`src/rtl/multicycle_control.sv`:
```
// Sequencing FSM for the multicycle CPU datapath: one state per clock through
// fetch/decode/execute/memory/writeback, with memory-ready stalls and a retire counter.
module multicycle_control (
  input  logic        clk,
  input  logic        reset,
  input  logic [5:0]  opcode,
  input  logic [5:0]  funct,
  input  logic        zero,
  input  logic        mem_ready,
  output logic        pc_wr,
  output logic [1:0]  pc_src,
  output logic        iord,
  output logic        ir_wr,
  output logic        mem_wr,
  output logic        reg_wr,
  output logic [1:0]  reg_dst,
  output logic [1:0]  wb_src,
  output logic        ALU_src_a,
  output logic [1:0]  ALU_src_b,
  output logic [2:0]  ALU_ctrl,
  output logic        zero_ext,
  output logic        instr_done,
  output logic        halted,
  output logic [31:0] retired
);

  localparam logic [5:0] OP_RTYPE = 6'h00, OP_J    = 6'h02, OP_JAL  = 6'h03,
                         OP_BEQ   = 6'h04, OP_BNE  = 6'h05, OP_ADDI = 6'h08,
                         OP_XORI  = 6'h0e, OP_LW   = 6'h23, OP_SW   = 6'h2b;
  localparam logic [5:0] FN_JR = 6'h08, FN_ADD = 6'h20, FN_SUB = 6'h22, FN_SLT = 6'h2a;
  localparam logic [2:0] ALU_ADD = 3'b000, ALU_SUB = 3'b001, ALU_XOR = 3'b010,
                         ALU_SLT = 3'b011;

  typedef enum logic [3:0] {
    S_FETCH, S_DECODE, S_EXEC_R, S_WB_R, S_EXEC_I, S_WB_I, S_MEM_ADDR, S_MEM_RD,
    S_WB_MEM, S_MEM_WR, S_BRANCH, S_JUMP, S_JAL, S_JR, S_HALT
  } state_t;

  state_t      state_q, state_d;
  logic [31:0] retired_q, retired_d;

  always_ff @(posedge clk) begin
    if (reset) begin
      state_q   <= S_FETCH;
      retired_q <= '0;
    end else begin
      state_q   <= state_d;
      retired_q <= retired_d;
    end
  end

  always_comb begin
    state_d    = state_q;
    pc_wr      = 1'b0;
    pc_src     = 2'b00;
    iord       = 1'b0;
    ir_wr      = 1'b0;
    mem_wr     = 1'b0;
    reg_wr     = 1'b0;
    reg_dst    = 2'b00;
    wb_src     = 2'b00;
    ALU_src_a  = 1'b0;
    ALU_src_b  = 2'b00;
    ALU_ctrl   = ALU_ADD;
    zero_ext   = 1'b0;
    instr_done = 1'b0;
    unique case (state_q)
      S_FETCH: begin
        ALU_src_b = 2'b01;
        ir_wr     = mem_ready;
        pc_wr     = mem_ready;
        if (mem_ready) state_d = S_DECODE;
      end
      S_DECODE: begin
        ALU_src_b = 2'b11;
        case (opcode)
          OP_RTYPE: begin
            if (funct == FN_ADD || funct == FN_SUB || funct == FN_SLT) state_d = S_EXEC_R;
            else if (funct == FN_JR)                                    state_d = S_JR;
            else                                                        state_d = S_HALT;
          end
          OP_LW, OP_SW:     state_d = S_MEM_ADDR;
          OP_BEQ, OP_BNE:   state_d = S_BRANCH;
          OP_ADDI, OP_XORI: state_d = S_EXEC_I;
          OP_J:             state_d = S_JUMP;
          OP_JAL:           state_d = S_JAL;
          default:          state_d = S_HALT;
        endcase
      end
      S_EXEC_R: begin
        ALU_src_a = 1'b1;
        if (funct == FN_SUB)      ALU_ctrl = ALU_SUB;
        else if (funct == FN_SLT) ALU_ctrl = ALU_SLT;
        state_d = S_WB_R;
      end
      S_WB_R: begin
        reg_wr     = 1'b1;
        reg_dst    = 2'b01;
        instr_done = 1'b1;
        state_d    = S_FETCH;
      end
      S_EXEC_I: begin
        ALU_src_a = 1'b1;
        ALU_src_b = 2'b10;
        if (opcode == OP_XORI) begin
          ALU_ctrl = ALU_XOR;
          zero_ext = 1'b1;
        end
        state_d = S_WB_I;
      end
      S_WB_I: begin
        reg_wr     = 1'b1;
        instr_done = 1'b1;
        state_d    = S_FETCH;
      end
      S_MEM_ADDR: begin
        ALU_src_a = 1'b1;
        ALU_src_b = 2'b10;
        state_d   = (opcode == OP_LW) ? S_MEM_RD : S_MEM_WR;
      end
      S_MEM_RD: begin
        iord = 1'b1;
        if (mem_ready) state_d = S_WB_MEM;
      end
      S_WB_MEM: begin
        reg_wr     = 1'b1;
        wb_src     = 2'b01;
        instr_done = 1'b1;
        state_d    = S_FETCH;
      end
      S_MEM_WR: begin
        iord       = 1'b1;
        mem_wr     = 1'b1;
        instr_done = mem_ready;
        if (mem_ready) state_d = S_FETCH;
      end
      S_BRANCH: begin
        ALU_src_a  = 1'b1;
        ALU_ctrl   = ALU_SUB;
        pc_src     = 2'b01;
        pc_wr      = (opcode == OP_BEQ) ? zero : ~zero;
        instr_done = 1'b1;
        state_d    = S_FETCH;
      end
      S_JUMP, S_JAL: begin
        pc_wr      = 1'b1;
        pc_src     = 2'b10;
        instr_done = 1'b1;
        if (state_q == S_JAL) begin
          reg_wr  = 1'b1;
          reg_dst = 2'b10;
          wb_src  = 2'b10;
        end
        state_d = S_FETCH;
      end
      S_JR: begin
        pc_wr      = 1'b1;
        pc_src     = 2'b11;
        instr_done = 1'b1;
        state_d    = S_FETCH;
      end
      S_HALT:  state_d = S_HALT;
      default: state_d = S_FETCH;
    endcase
    // Reset kills every side effect of the current cycle, including a pending store.
    if (reset) begin
      pc_wr      = 1'b0;
      ir_wr      = 1'b0;
      mem_wr     = 1'b0;
      reg_wr     = 1'b0;
      instr_done = 1'b0;
    end
  end

  assign retired_d = retired_q + {31'b0, instr_done};
  assign retired   = retired_q;
  assign halted    = (state_q == S_HALT);

endmodule

```
`config.mk`:
```
export PLATFORM = sky130hd
export DESIGN_NAME = multicycle_control
export DESIGN_NICKNAME = d
export VERILOG_FILES = /design/src/rtl/multicycle_control.sv
export SDC_FILE = /design/constraint.sdc
export NUM_CORES = 1
export LEC_CHECK = 0
export CELL_PAD_IN_SITES_DETAIL_PLACEMENT = 2
export CELL_PAD_IN_SITES_GLOBAL_PLACEMENT = 2
export CORE_MARGIN = 10
export CORE_UTILIZATION = 24
export CTS_BUF_LIST = sky130_fd_sc_hd__clkbuf_4 sky130_fd_sc_hd__clkbuf_8
export CTS_CLUSTER_SIZE = 16
export DETAILED_ROUTE_END_ITERATION = 8
export GPL_TIMING_DRIVEN = 0
export PLACE_DENSITY = 0.75
export SYNTH_ARGS = -nofsm -noshare
export SYNTH_HDL_FRONTEND = slang
export SYNTH_SLANG_ARGS = --single-unit
```
`constraint.sdc`:
```
create_clock -name clk -period 2.77 [get_ports clk]
set_input_delay 0.4155 -clock clk [delete_from_list [all_inputs] [get_ports clk]]
set_output_delay 0.4155 -clock clk [all_outputs]
set_load 0.01 [all_outputs]
```
==> run_results.csv, run 1 <==
group,metric,value,unit
clock_network,tritoncts,"done",
yosys,synth_top_family_by_area,"simple AND/OR/NAND/NOR gates",
clock_network,clock_latency,290,ps
floorplan,core_area,9196,sq um
critical_path,worst-setup-path-type,"primary input to output port",
grt,grt_pass1_vias,2504,
run,drv_cap,0,
yosys,dominantRegCellSynth,"dfxtp_1",
sta,finalHoldViolations,0,
yosys,synthAdderAreaFrac,1.112,%
yosys,ys_warn_count,0,
critical_path,cpMaxStageDelayCell,"clkdlybuf4s50_1",
final_layout,n_antenna_cell,0,
route,firstDrtPassIters,4,
clock_network,clk_pin_slew,80,ps
yosys,muxShareOfSynthArea,1.946,%
yosys,postSynthAreaPerCell,7.843,sq um
placement,gp_congestion,0.7910,
yosys,synth-simple-area-share,37.47,%
critical_path,end_kind,"output port",
final_layout,seq_area,726.9,sq um
sta,fin_crit_sh,95.28,%
yosys,synth_edf_count,0,
yosys,netlist_instances,287,
grt,grt_max_degree,12,
placement,dp_cells,461,
final_layout,synthToLayoutAreaGrowth,42.58,%
worst_hold_path,worstHoldPathType,"primary input to flop",
clock_network,clkSinkCount,36,
critical_path,arrival,2220,ps
placement,port-buffer-count,63,
clock_network,clockRootBuffer,"clkbuf_8",
power_and_ir_drop,p_seq_share,34.1,%
floorplan,die_w,116.8,microns
clock_network,cts_buffer_depth,2,
route,ant_nets,0,
sta,setup_viol,0,
critical_path,cp-start-kind,"primary input",
status,status,"completed",
final_layout,fillCellCount,1073,
clock_network,cts-buffers-inserted,5,
route,routed_wl,7978,microns
sta,maxSlewViolCount,0,
yosys,syn_area,2251,sq um
sta,period_minus_slack,2639,ps
power_and_ir_drop,clockPowerShare,24.0,%
critical_path,critical_path.max_stage_delay,570,ps
sta,worst_pin_slew,632.1,ps
critical_path,worst_ep_required_time,2350,ps
yosys,synthesis.nets,305,
critical_path,path_max_fanout,8,
sta,finalSetupTns,0,ps
power_and_ir_drop,p_int,1.096,mW
yosys,yosysSeqAreaShare,32.02,%
yosys,synth_top_cell_area_share,32.02,%
power_and_ir_drop,switching_power,0.6517,mW
placement,dp_hpwl,6119,microns
floorplan,io_pins,68,
yosys,synthXorXnorAreaFrac,11.67,%
final_layout,most-common-layout-cells,"clkdlybuf4s50_1, nor2_1, dfxtp_1",
sta,relSlewSlack,57.47,%
clock_network,htreeDepth,2,
power_and_ir_drop,ir_drop,318.8,uV
yosys,async_flop_share,0,%
route,wl_per_cell,16.97,microns
power_and_ir_drop,powerDensity,544.5,nW/um^2
final_layout,final_common_cell,"clkdlybuf4s50_1",
grt,grt_overflow,0,
sta,max_freq,0.3789,GHz
route,route.detailed.vias_per_inst,4.898,
grt,grt_pass1_wl,13140,microns
floorplan,rows,35,
power_and_ir_drop,cellLeakagePower,1.146,nW
grt,track_usage,11.90,%
critical_path,reg2reg_depth,11,
yosys,ys_seq_elements,36,
critical_path,crit_path_cell_trace,"clkdlybuf4s50_1 > and3b_1 > and4_1 > o21bai_1 > clkdlybuf4s50_1",
power_and_ir_drop,sw_frac_of_total,37.30,%
yosys,synth_top_area_cell,"dfxtp_1",
final_layout,design.final.nets,376,
yosys,synth-compound-area-share,11.06,%
grt,grt_antenna_before_repair,0,
clock_network,ctsHoldBuffers,0,
route,vias,2302,
power_and_ir_drop,combPwrFrac,41.9,%
worst_hold_path,min_path_cells,2,
floorplan,dieArea,13650,sq um
final_layout,multi_input_area,1468,sq um
floorplan,die_y,116.8,microns
floorplan,initial_utilization,24.48,%
route,dr.first_iter.drc_count,124,
power_and_ir_drop,fin_total_pwr,1.747,mW
sta,skew,5.526,ps
sta,rsz0062_at_grt,"yes",
final_layout,drive_above_1_share,12.26,%
critical_path,cpMostUsedCell,"clkdlybuf4s50_1",
final_layout,layout.cells.non_filler,470,
route,drcViolationCount,0,
yosys,yosysUniqueCellTypes,57,
yosys,synthTopCellsByArea,"dfxtp_1, nor2_1, xor2_1",
## power by group through the flow
stage               Clock [mW]  Combinational [mW]  Sequential (mW)
floorplan                    0               0.459            0.564
global placement             0               0.747            0.564
detailed placement           0               0.753            0.564
CTS                      0.436               0.735            0.595
global route             0.456               0.820            0.607
finish                   0.419               0.732            0.597
## flip-flops by register name, indices dropped and copies added (netlist names)
register and cells:
state_q 4, retired 32
## worst paths after layout
kind,start,endpoint,slack [ps]
setup / recovery,opcode[0],ALU_ctrl[1],130
hold / removal,reset,state_q[0],550
setup reg to reg,state_q[0],retired[29],170
hold reg to reg,retired[17],retired[17],550
## cells in the mapped netlist (all sizes together) (2+ instances only)
cell,count
nor2,52
dfxtp,36
nand2,22
nand3,16
xor2,16
xnor2,14
clkbuf,13
nor3,11
a21oi,10
o21ai,10
nand4,8
nor2b,7
buf,6
inv,6
a31oi,5
and3,5
and4,4
nand2b,4
nor4,4
mux2,3
nor3b,3
a211oi,2
ha,2
nand3b,2
o21a,2
o31ai,2
or2,2
or4,2
## cells by family (layout without fill, tap and decap cells)
logic type               Yosys count  after routing
other                              1              1
AO/OA/AOI/OAI                     39             39
flip-flops                        36             36
multiplexers                       4              4
adder cells (fa/ha/maj)            2              2
XOR/XNOR                          30             30
buffers and inverters             25             97
AND/OR/NAND/NOR                  150            150
## per-stage QoR
step | hold WS, ps | setup WS (ps) | util, % | area (sq um)
6_report | 545.7 | 130.8 | 34.90 | 3209
3_5_place_dp | 543.9 | -626.4 | 33.02 | 3037
4_1_cts | 554.4 | 4.194 | 34.63 | 3184
5_1_grt | 566.8 | -19.49 | 34.90 | 3209
3_3_place_gp | 517.6 | -539.3 | 33.02 | 3037
2_1_floorplan | 505.2 | 60.55 | - | 2267
## area by class of cell
class,count,area share (%)
inverters,6,0.8187
repair buffers,68,20.90
plain buffers,15,2.534
well taps,111,4.327
flip-flops and latches,36,22.65
clock inverters,1,0.2339
clock buffers,7,2.807
multi-input cells,226,45.73
## metal layers
layer / global-route usage, % / routed length [microns] / vias to the layer above
li1: - / - / 1138
met1: 14.48 / 3633 / 1103
met2: 19.80 / 3656 / 57
met3: 3.670 / 615 / 4
met4: 3.295 / 73 / 0
met5: 0 / 0 / -
## what timing repair did
action | in CTS | in global routing
buffers inserted | 4 | 1
gates resized for setup | 19 | 9
pin swaps | 3 | 4
endpoints found under the setup margin | 23 | 18
## critical path: cells and delay by family
family,cells,cell delay (ps)
simple gates,2,560
buf+inv,2,1120
compound gates,1,120
Power figures use the tool's default switching activity.
==> inputs of run 2 (changes only) <==
--- a/config.mk
+++ b/config.mk
@@ -5,15 +5,16 @@
 export SDC_FILE = /design/constraint.sdc
 export NUM_CORES = 1
 export LEC_CHECK = 0
+export ABC_AREA = 1
 export CELL_PAD_IN_SITES_DETAIL_PLACEMENT = 2
 export CELL_PAD_IN_SITES_GLOBAL_PLACEMENT = 2
 export CORE_MARGIN = 10
-export CORE_UTILIZATION = 24
+export CORE_UTILIZATION = 27
 export CTS_BUF_LIST = sky130_fd_sc_hd__clkbuf_4 sky130_fd_sc_hd__clkbuf_8
 export CTS_CLUSTER_SIZE = 16
 export DETAILED_ROUTE_END_ITERATION = 8
 export GPL_TIMING_DRIVEN = 0
-export PLACE_DENSITY = 0.75
+export PLACE_DENSITY = 0.86
 export SYNTH_ARGS = -nofsm -noshare
 export SYNTH_HDL_FRONTEND = slang
 export SYNTH_SLANG_ARGS = --single-unit
==> constraint.sdc (replaced) <==
create_clock -name clk -period 3.4 [get_ports clk]
set_input_delay 0.51 -clock clk [delete_from_list [all_inputs] [get_ports clk]]
set_output_delay 0.51 -clock clk [all_outputs]
set_load 0.01 [all_outputs]
==> run_results.csv, run 2 <==
group,metric,value,unit
yosys,synthTopCellsByArea,"dfxtp_1, nand2_1, nor2_1",
sta,period_minus_slack,3107,ps
final_layout,n_antenna_cell,0,
grt,track_usage,15.43,%
grt,grt_pass1_vias,3182,
power_and_ir_drop,combPwrFrac,34.3,%
sta,finalSetupTns,0,ps
yosys,ys_warn_count,0,
yosys,syn_area,2375,sq um
critical_path,worst_ep_required_time,2890,ps
route,vias,2816,
yosys,synth_edf_count,0,
clock_network,post_cts_buffers,0,
worst_hold_path,worstHoldPathType,"flop to flop",
clock_network,clk_pin_slew,90,ps
final_layout,design.final.nets,488,
final_layout,synthToLayoutAreaGrowth,37.41,%
yosys,yosysUniqueCellTypes,33,
sta,skew,9.176,ps
worst_hold_path,min_path_cells,2,
critical_path,critical_path.max_stage_delay,510,ps
critical_path,reg2reg_depth,17,
yosys,synth_top_area_cell,"dfxtp_1",
clock_network,cts_buffer_depth,2,
run,drv_cap,0,
final_layout,largest_register_ffs,32,
route,dr.first_iter.drc_count,80,
critical_path,worst-setup-path-type,"primary input to output port",
power_and_ir_drop,clockPowerShare,26.9,%
clock_network,clockRootBuffer,"clkbuf_8",
final_layout,drive_above_1_share,5.732,%
power_and_ir_drop,p_seq_share,38.8,%
power_and_ir_drop,ir_drop,291.4,uV
yosys,dominantRegCellSynth,"dfxtp_1",
sta,fin_ws,292.6,ps
placement,pre_cts_ws,132.9,ps
floorplan,dieArea,12950,sq um
critical_path,cpMaxStageDelayCell,"clkbuf_1",
placement,port-buffer-count,66,
sta,fin_crit_sh,91.40,%
critical_path,r2r_start,"state_q[0]",
critical_path,arrival,2600,ps
critical_path,crit_path_cell_trace,"clkdlybuf4s50_1 > clkbuf_1 > clkbuf_1 > nor2_1 > clkdlybuf4s50_1",
clock_network,tritoncts,"done",
sta,setup_viol,0,
route,wl_per_cell,17.04,microns
floorplan,die_w,113.8,microns
critical_path,end_kind,"output port",
placement,dp_hpwl,8056,microns
yosys,yosysSeqAreaShare,30.35,%
final_layout,fillCellCount,1094,
floorplan,rows,34,
placement,gp_congestion,0.8366,
final_layout,seq_area,720.7,sq um
status,status,"completed",
critical_path,path_max_fanout,10,
final_layout,multi_input_area,1391,sq um
clock_network,clock_latency,300,ps
sta,relSlewSlack,56.39,%
sta,max_freq,0.3218,GHz
final_layout,most-common-layout-cells,"nand2_1, nor2_1, clkdlybuf4s50_1",
route,routed_wl,9866,microns
critical_path,cp-start-kind,"primary input",
sta,finalHoldViolations,0,
grt,grt_antenna_before_repair,0,
yosys,synth_common_cells,"nand2_1, nor2_1, inv_1, dfxtp_1, a21oi_1",
floorplan,core_area,8636,sq um
clock_network,cts-buffers-inserted,5,
route,firstDrtPassIters,4,
route,route.detailed.vias_per_inst,4.864,
yosys,synthesis.nets,415,
critical_path,crit_start,"reset",
final_layout,final_common_cell,"nand2_1",
yosys,synth_top_cell_area_share,30.35,%
clock_network,clkSinkCount,36,
power_and_ir_drop,p_int,0.7688,mW
yosys,ys_seq_elements,36,
clock_network,htreeDepth,2,
grt,grt_pass1_wl,16390,microns
clock_network,ctsHoldBuffers,0,
grt,grt_max_degree,14,
power_and_ir_drop,powerDensity,372.8,nW/um^2
worst_hold_path,hold_path.startpoint,"retired[31]",
floorplan,io_pins,68,
floorplan,die_y,113.8,microns
grt,grt_overflow,0,
yosys,netlist_instances,397,
power_and_ir_drop,cellLeakagePower,1.275,nW
sta,worst_pin_slew,654.2,ps
yosys,synth_most_common_cell,"nand2_1",
power_and_ir_drop,switching_power,0.4476,mW
clock_network,post_cts_resize_count,0,
sta,rsz0062_at_grt,"no",
route,drcViolationCount,0,
sta,maxSlewViolCount,0,
floorplan,initial_utilization,27.50,%
power_and_ir_drop,sw_frac_of_total,36.80,%
route,ant_nets,0,
yosys,async_flop_share,0,%
yosys,postSynthAreaPerCell,5.982,sq um
run 2: kinds of logic after synthesis:
kind of cell / count (synthesis) / share of synthesized area [%]
buf+inv: 68 / 11.06
other cells: 1 / 0.1579
fa+ha+maj: 2 / 1.054
simple gates: 233 / 43.83
compound gates: 54 / 12.43
xor+xnor: 3 / 1.107
flops: 36 / 30.35
run 2: power groups by stage:
| stage | logic (mW) | clock network [mW] | registers, mW |
|---|---|---|---|
| floorplan | 0.225 | 0 | 0.473 |
| global placement | 0.408 | 0 | 0.481 |
| detailed placement | 0.419 | 0 | 0.481 |
| CTS | 0.423 | 0.334 | 0.473 |
| global route | 0.478 | 0.355 | 0.475 |
| finish | 0.417 | 0.327 | 0.472 |
run 2: path summary, 6_finish.rpt:
| kind | slack (ps) | end |
|---|---|---|
| hold reg to reg | 500 | retired[31] |
| hold / removal | 500 | retired[31] |
| setup / recovery | 290 | ir_wr |
| setup reg to reg | 390 | retired[30] |
run 2: cell type report:
cell class / instances / area share, %
multi-input combinational: 293 / 42.64
sequential: 36 / 22.09
timing repair buffer: 66 / 20.25
inverter: 62 / 7.132
tap: 108 / 4.141
clock buffer: 5 / 2.109
buffer: 6 / 0.9202
clock inverter: 3 / 0.7285
run 2: stage by stage:
step | hold WS, ps | total power [mW] | util, % | cell area [sq um] | cells
after floorplan | 490.1 | 0.6982 | - | 2375 | 397
after global placement | 459.8 | 0.8891 | 36.71 | 3171 | 571
after detailed placement | 494.8 | 0.9001 | 36.71 | 3171 | 571
after CTS | 508.7 | 1.231 | 37.79 | 3263 | 579
after global routing | 543.7 | 1.308 | 37.79 | 3263 | 579
final | 501.7 | 1.216 | 37.79 | 3263 | 579
run 2: routing by layer:
metal / vias to the layer above / share of wire, % / routed length [microns] / track usage (%)
li1: 1403 / - / - / -
met1: 1350 / 43 / 4204 / 17.87
met2: 52 / 50 / 4926 / 27.00
met3: 11 / 5.7 / 567 / 4.252
met4: 0 / 1.7 / 168 / 4.595
met5: - / 0 / 0 / 0
run 2: critical path, delay by kind of cell:
kind | cells | cell delay, ps
buf+inv | 4 | 1950
simple gates | 1 | 130
